$ cat config.mk
export PLATFORM = sky130hd
export DESIGN_NAME = clk_ctrl
export DESIGN_NICKNAME = d
export VERILOG_FILES = /design/src/rtl/clk_ctrl_pkg.sv /design/src/rtl/clk_ctrl_btn_debounce.sv /design/src/rtl/clk_ctrl.sv
export SDC_FILE = /design/constraint.sdc
export NUM_CORES = 1
export LEC_CHECK = 0
export ABC_AREA = 0
export CAP_MARGIN = 20
export CORE_ASPECT_RATIO = 0.7
export CORE_UTILIZATION = 40
export DETAILED_ROUTE_END_ITERATION = 8
export PLACE_DENSITY = 0.65
export SLEW_MARGIN = 20
export SYNTH_ARGS = -nofsm -noshare
export SYNTH_HDL_FRONTEND = slang
export SYNTH_SLANG_ARGS = --single-unit
$ cat constraint.sdc
create_clock -name clk_i -period 2.9 [get_ports clk_i]
set_clock_uncertainty 0.2 [all_clocks]
set_input_delay 0.58 -clock clk_i [delete_from_list [all_inputs] [get_ports clk_i]]
set_output_delay 0.58 -clock clk_i [all_outputs]
set_load 0.05 [all_outputs]
$ cat src/rtl/clk_ctrl_pkg.sv
// Shared encodings for the CPU clock controller: FSM states and board mode switch values.
// The state encoding is exported on state_o, so these values are externally visible.
package clk_ctrl_pkg;

    localparam logic [1:0] ST_HALT      = 2'b00;
    localparam logic [1:0] ST_RUN       = 2'b01;
    localparam logic [1:0] ST_STEP_WAIT = 2'b10;
    localparam logic [1:0] ST_STEP_FIRE = 2'b11;

    localparam logic [1:0] MODE_HALT = 2'b00;
    localparam logic [1:0] MODE_RUN  = 2'b01;
    localparam logic [1:0] MODE_STEP = 2'b10;

    // State selected purely by the mode switches; the reserved code 11 parks in HALT.
    function automatic logic [1:0] mode_target(input logic [1:0] mode);
        case (mode)
            MODE_RUN:  return ST_RUN;
            MODE_STEP: return ST_STEP_WAIT;
            default:   return ST_HALT;
        endcase
    endfunction

endpackage

$ cat src/rtl/clk_ctrl_btn_debounce.sv
// Push-button conditioner: 2-flop synchroniser, stability counter, rising-edge pulse.
// evt_o rises 2+DEB_CYCLES cycles after a clean press; no backpressure, pulses are never queued.
module btn_debounce #(
    parameter int DEB_CYCLES = 1_000_000
) (
    input  logic clk_i,
    input  logic rst_i,
    input  logic btn_i,
    output logic level_o,
    output logic evt_o
);

    localparam int CW = (DEB_CYCLES < 2) ? 1 : $clog2(DEB_CYCLES + 1);
    localparam logic [CW-1:0] CNT_MAX = CW'(DEB_CYCLES - 1);

    logic [1:0]    sync_q;
    logic [CW-1:0] cnt_q;
    logic          level_q;
    logic          evt_q;

    // cnt_q counts consecutive synchronised samples that disagree with the accepted level.
    always_ff @(posedge clk_i) begin
        if (rst_i) begin
            sync_q  <= 2'b00;
            cnt_q   <= '0;
            level_q <= 1'b0;
            evt_q   <= 1'b0;
        end else begin
            sync_q <= {sync_q[0], btn_i};
            evt_q  <= 1'b0;
            if (sync_q[1] == level_q) begin
                cnt_q <= '0;
            end else if (cnt_q == CNT_MAX) begin
                cnt_q   <= '0;
                level_q <= sync_q[1];
                evt_q   <= sync_q[1];
            end else begin
                cnt_q <= cnt_q + CW'(1);
            end
        end
    end

    assign level_o = level_q;
    assign evt_o   = evt_q;

endmodule

$ cat src/rtl/clk_ctrl.sv
// Run/halt/single-step controller producing a registered one-cycle CPU enable and a slow probe clock.
// tick_o lags the terminal-count cycle by one clock; no backpressure, step presses outside STEP_WAIT are dropped.
module clk_ctrl
    import clk_ctrl_pkg::*;
#(
    parameter int          CNT_W       = 32,
    parameter int unsigned DEFAULT_DIV = 50_000_000,
    parameter int          DEB_CYCLES  = 1_000_000
) (
    input  logic             clk_i,
    input  logic             rst_i,
    input  logic [1:0]       mode_i,
    input  logic             step_btn_i,
    input  logic             div_load_i,
    input  logic [CNT_W-1:0] div_val_i,
    output logic             tick_o,
    output logic             slow_clk_o,
    output logic [1:0]       state_o,
    output logic [15:0]      tick_count_o
);

    logic [1:0]       state_q, state_d;
    logic [CNT_W-1:0] cnt_q;
    logic [CNT_W-1:0] div_q;
    logic             tick_q;
    logic             slow_q;
    logic [15:0]      tick_cnt_q;
    logic             step_evt;
    logic             btn_level;
    logic             term_cnt;
    logic             fire;

    btn_debounce #(
        .DEB_CYCLES(DEB_CYCLES)
    ) u_btn_debounce (
        .clk_i  (clk_i),
        .rst_i  (rst_i),
        .btn_i  (step_btn_i),
        .level_o(btn_level),
        .evt_o  (step_evt)
    );

    assign term_cnt = (state_q == ST_RUN) && (cnt_q == div_q);
    // A divisor load restarts the period, so it suppresses a coincident terminal-count tick.
    assign fire = (term_cnt && !div_load_i) || (state_q == ST_STEP_FIRE);

    always_comb begin
        state_d = mode_target(mode_i);
        if ((state_q == ST_STEP_WAIT) && (mode_i == MODE_STEP) && step_evt) begin
            state_d = ST_STEP_FIRE;
        end
    end

    always_ff @(posedge clk_i) begin
        if (rst_i) begin
            state_q    <= ST_HALT;
            cnt_q      <= '0;
            div_q      <= CNT_W'(DEFAULT_DIV);
            tick_q     <= 1'b0;
            slow_q     <= 1'b1;
            tick_cnt_q <= '0;
        end else begin
            state_q <= state_d;
            tick_q  <= fire;
            if (fire) begin
                slow_q     <= ~slow_q;
                tick_cnt_q <= tick_cnt_q + 16'd1;
            end
            if (div_load_i) begin
                div_q <= div_val_i;
                cnt_q <= '0;
            end else if ((state_q == ST_RUN) && (state_d == ST_RUN) && !term_cnt) begin
                cnt_q <= cnt_q + CNT_W'(1);
            end else begin
                cnt_q <= '0;
            end
        end
    end

    assign tick_o       = tick_q;
    assign slow_clk_o   = slow_q;
    assign state_o      = state_q;
    assign tick_count_o = tick_cnt_q;

    logic unused_level;
    assign unused_level = btn_level;

endmodule

==> out/summary.txt, run 1 <==
outcome -> finished, final reports clean
Worst Path Required -> 2930 ps
Remaining DRCs -> 0
Post-Layout Inst Area -> 0.00600 mm^2
Yosys reg bits -> 108
gr ovfl total -> 0
number of vias per cell -> 5.10
final-stage net count -> 642
post-CTS setup buffers -> 0
startpoint types -> register
Max Freq -> 0.391 GHz
Worst Path Arrival -> 2590 ps
element type at the critical path end -> register
vias in the first global route -> 3778
Critical R2R Capture -> tick_count_o[12]$_SDFFE_PP0P_
CTS tree -> yes
placed inst area -> 0.00571 mm^2
ys async rst share -> 0%
Tcrit/Tclk final -> 88.1%
RSZ-0062 raised after global routing -> false
post-DP HPWL -> 7.87 mm
first-pass GRT wire length -> 17.9 mm
Cells on Worst Hold Path -> 1
Worst Hold End -> u_btn_debounce.sync_q[1]$_SDFF_PP0_
total core area -> 0.0119 mm^2
reg2reg path depth -> 6
hold_sp -> u_btn_debounce.sync_q[0]$_SDFF_PP0_
Starting DRT DRC Count -> 190
post-synthesis mux area share -> 7.77%
TNS Setup -> 0 ps
Yosys top cell by area -> dfxtp_1
Worst-Margin Slew -> 648 ps
final hold vios -> 0
Die Area -> 0.0130 mm^2
synthesized cell area -> 0.00501 mm^2
area delta synth->final -> 19.7%
Yosys warning total -> 0
largest net degree at the start of global routing -> 45
Die W -> 136 um
clock sinks -> 108
R2R Setup Slk -> 340 ps
CP Max Fanout -> 6
CP Class -> reg2reg
# H-tree levels -> 3
CTS root buffer -> clkbuf_16
Netlist cell types -> 44
IO Port Bufs -> 57
CTS Buf Count -> 9
Max Cap Violations -> 0
Die Ht -> 95.6 um
number of flops mapped to enable cells by yosys -> 0
Static Leak -> 0.00209 uW
xor-xnor portion of the synthesized cell area -> 13.1%
cts hold-fix bufs -> 0
minimum clock period -> 2560 ps
Total Wirelength -> 10.9 mm
Simple-Gate Fraction of Synth Area -> 27.3%
I/O Pins -> 58
Power Density -> 484 mW/mm^2
synthesized netlist cell count -> 551
Diodes inserted -> 0
main combinational cell family by area after synthesis -> simple AND/OR/NAND/NOR gates
top_reg_cell synth -> dfxtp_1
vias post-DR -> 3888
clock-pin slew on the worst setup and hold paths -> 70 ps
Synth top area share -> 43.2%
Rel. slew slack -> 56.4%
largest cells by area after synthesis -> dfxtp_1 (43%), nor2_1 (7.6%), xnor2_1 (7.3%), xor2_1 (5.8%), mux2i_1 (4.4%)
post-cts gate resize count -> 0
WL/cell -> 14.2 um
ANT nets after route -> 0
VDD IR-drop max -> 0.000283 V
Adder-Cell Fraction of Synth Area -> 0.749%
reg2reg start -> cnt_q[19]$_SDFF_PP0_
clk buf depth -> 2
Setup Viol. Count Final -> 0
initial core utilization -> 42.0%
layout cells sized above 1 -> 5.45%
Slew Limit Fails -> 0
GPL Wtd Cong -> 0.793
gr usage total -> 17.7%
complex-gate fraction of the synthesized area -> 5.55%
initial antenna violation count -> 0
Pre-antenna DRT Iters -> 6
Avg Cell Area, Syn -> 9.09 um^2
later-pin clock latency in the skew report -> 350 ps
Std-Cell Rows -> 33
Seq/Total Area, Yosys -> 43.2%
min-delay worst type -> reg2reg
Mapped Nets -> 592
power by group:
group | switching (uW) | internal, uW
Clock | 542 | 635
Combinational | 81.2 | 103
Sequential | 25.5 | 1510
Total | 648 | 2250
registers in the layout (all words and copies together) (netlist names), 2 cells and up:
register / cells
tick_count_o: 16
cnt_q: 32
u_btn_debounce.sync_q: 2
u_btn_debounce.cnt_q: 20
state_o: 2
div_q: 32
logic make-up after synthesis:
logic type	count (synthesis)
compound gates	34
xor+xnor	75
fa+ha+maj	3
buf+inv	29
flops	108
mux	37
simple gates	265
how the worst max path moves through the flow:
stage,from,end,slack (ps),depth (start not counted)
global placement,mode_i[1],cnt_q[8]$_SDFF_PP0_,340,6
global route,cnt_q[19]$_SDFF_PP0_,tick_count_o[13]$_SDFFE_PP0P_,180,6
floorplan,tick_count_o[0]$_SDFFE_PP0P_,tick_count_o[13]$_SDFFE_PP0P_,420,6
CTS,cnt_q[19]$_SDFF_PP0_,tick_count_o[12]$_SDFFE_PP0P_,320,6
finish,cnt_q[19]$_SDFF_PP0_,tick_count_o[12]$_SDFFE_PP0P_,340,6
detailed placement,mode_i[1],cnt_q[4]$_SDFF_PP0_,300,6
critical path, stage by stage (launching register included):
cell and delay [ps]:
dfxtp_1 430, xor2_1 100, nor4_1 290, nand4_1 140, or3_1 540, o41ai_2 400
mux2_1 350
cell usage after synthesis (7+ instances only):
master,n
mux2i_1,22
dfxtp_1,108
clkbuf_1,16
and3_1,10
xor2_1,33
a211o_1,12
or3_1,7
a21oi_1,8
nand2_1,28
nor2b_1,31
mux2_1,14
nand4_1,16
nor2_1,102
nand3_1,28
xnor2_1,42
metal layers:
layer | wire (um) | vias up | part of all wire (%) | global-route usage (%)
met5 | 0 | - | 0 | 0
met4 | 118 | 0 | 1.1 | 4.78
li1 | - | 1981 | - | -
met3 | 399 | 12 | 3.7 | 4.84
met2 | 5100 | 64 | 47 | 30.3
met1 | 5240 | 1831 | 48 | 21.8
final cells by class:
class / count / area (um^2)
well taps: 157 / 196
clock buffers: 12 / 256
repair buffers: 62 / 598
fillers: 1113 / 5940
inverters: 6 / 22.5
multi-input cells: 414 / 2730
flip-flops and latches: 108 / 2160
clock inverters: 4 / 33.8
placed cells by master, fill, tap and decap left out, types with 2 or more instances in the layout:
cell type / synthesis / final
o21ai_1: 4 / 4
nor3_1: 6 / 6
nand2_1: 28 / 28
inv_1: 6 / 6
buf_4: 0 / 5
clkbuf_16: 0 / 9
a21boi_1: 2 / 2
nor2b_1: 31 / 31
buf_2: 3 / 2
and3_1: 10 / 10
nand2b_1: 3 / 3
and2_1: 4 / 4
nand4b_1: 6 / 6
clkdlybuf4s50_1: 0 / 55
nand3_1: 28 / 28
dfxtp_1: 108 / 108
o41ai_2: 3 / 3
nor4_1: 2 / 2
or3_1: 7 / 7
nor4_2: 3 / 3
a211o_1: 12 / 12
mux2_1: 14 / 14
clkbuf_8: 0 / 2
or4_1: 2 / 2
and4_1: 5 / 5
clkinv_4: 0 / 3
or2_1: 2 / 2
mux2i_1: 22 / 22
nand4_1: 16 / 16
xor2_1: 33 / 33
ha_1: 3 / 3
nor3b_1: 2 / 2
nor2_1: 102 / 102
a21oi_1: 8 / 8
nor4b_1: 4 / 4
xnor2_1: 42 / 42
metrics by stage:
stage | setup slack [ps] | std cells | utilization (%) | power, uW | hold slack [ps]
global route | 175 | 763 | 50.2 | 3010 | 265
floorplan | 422 | 551 | - | 1670 | 214
CTS | 321 | 763 | 50.2 | 2930 | 236
finish | 344 | 763 | 50.2 | 2900 | 232
global placement | 340 | 747 | 47.8 | 1750 | 220
detailed placement | 301 | 747 | 47.8 | 1760 | 224
No activity file was read; power rests on OpenSTA's default activity.
==> inputs of run 2 (changes only) <==
- ABC_CLOCK_PERIOD_IN_PS: default -> 2900
==> results of run 2 <==
The final DEF is identical to that of run 1; final timing and power are the same.
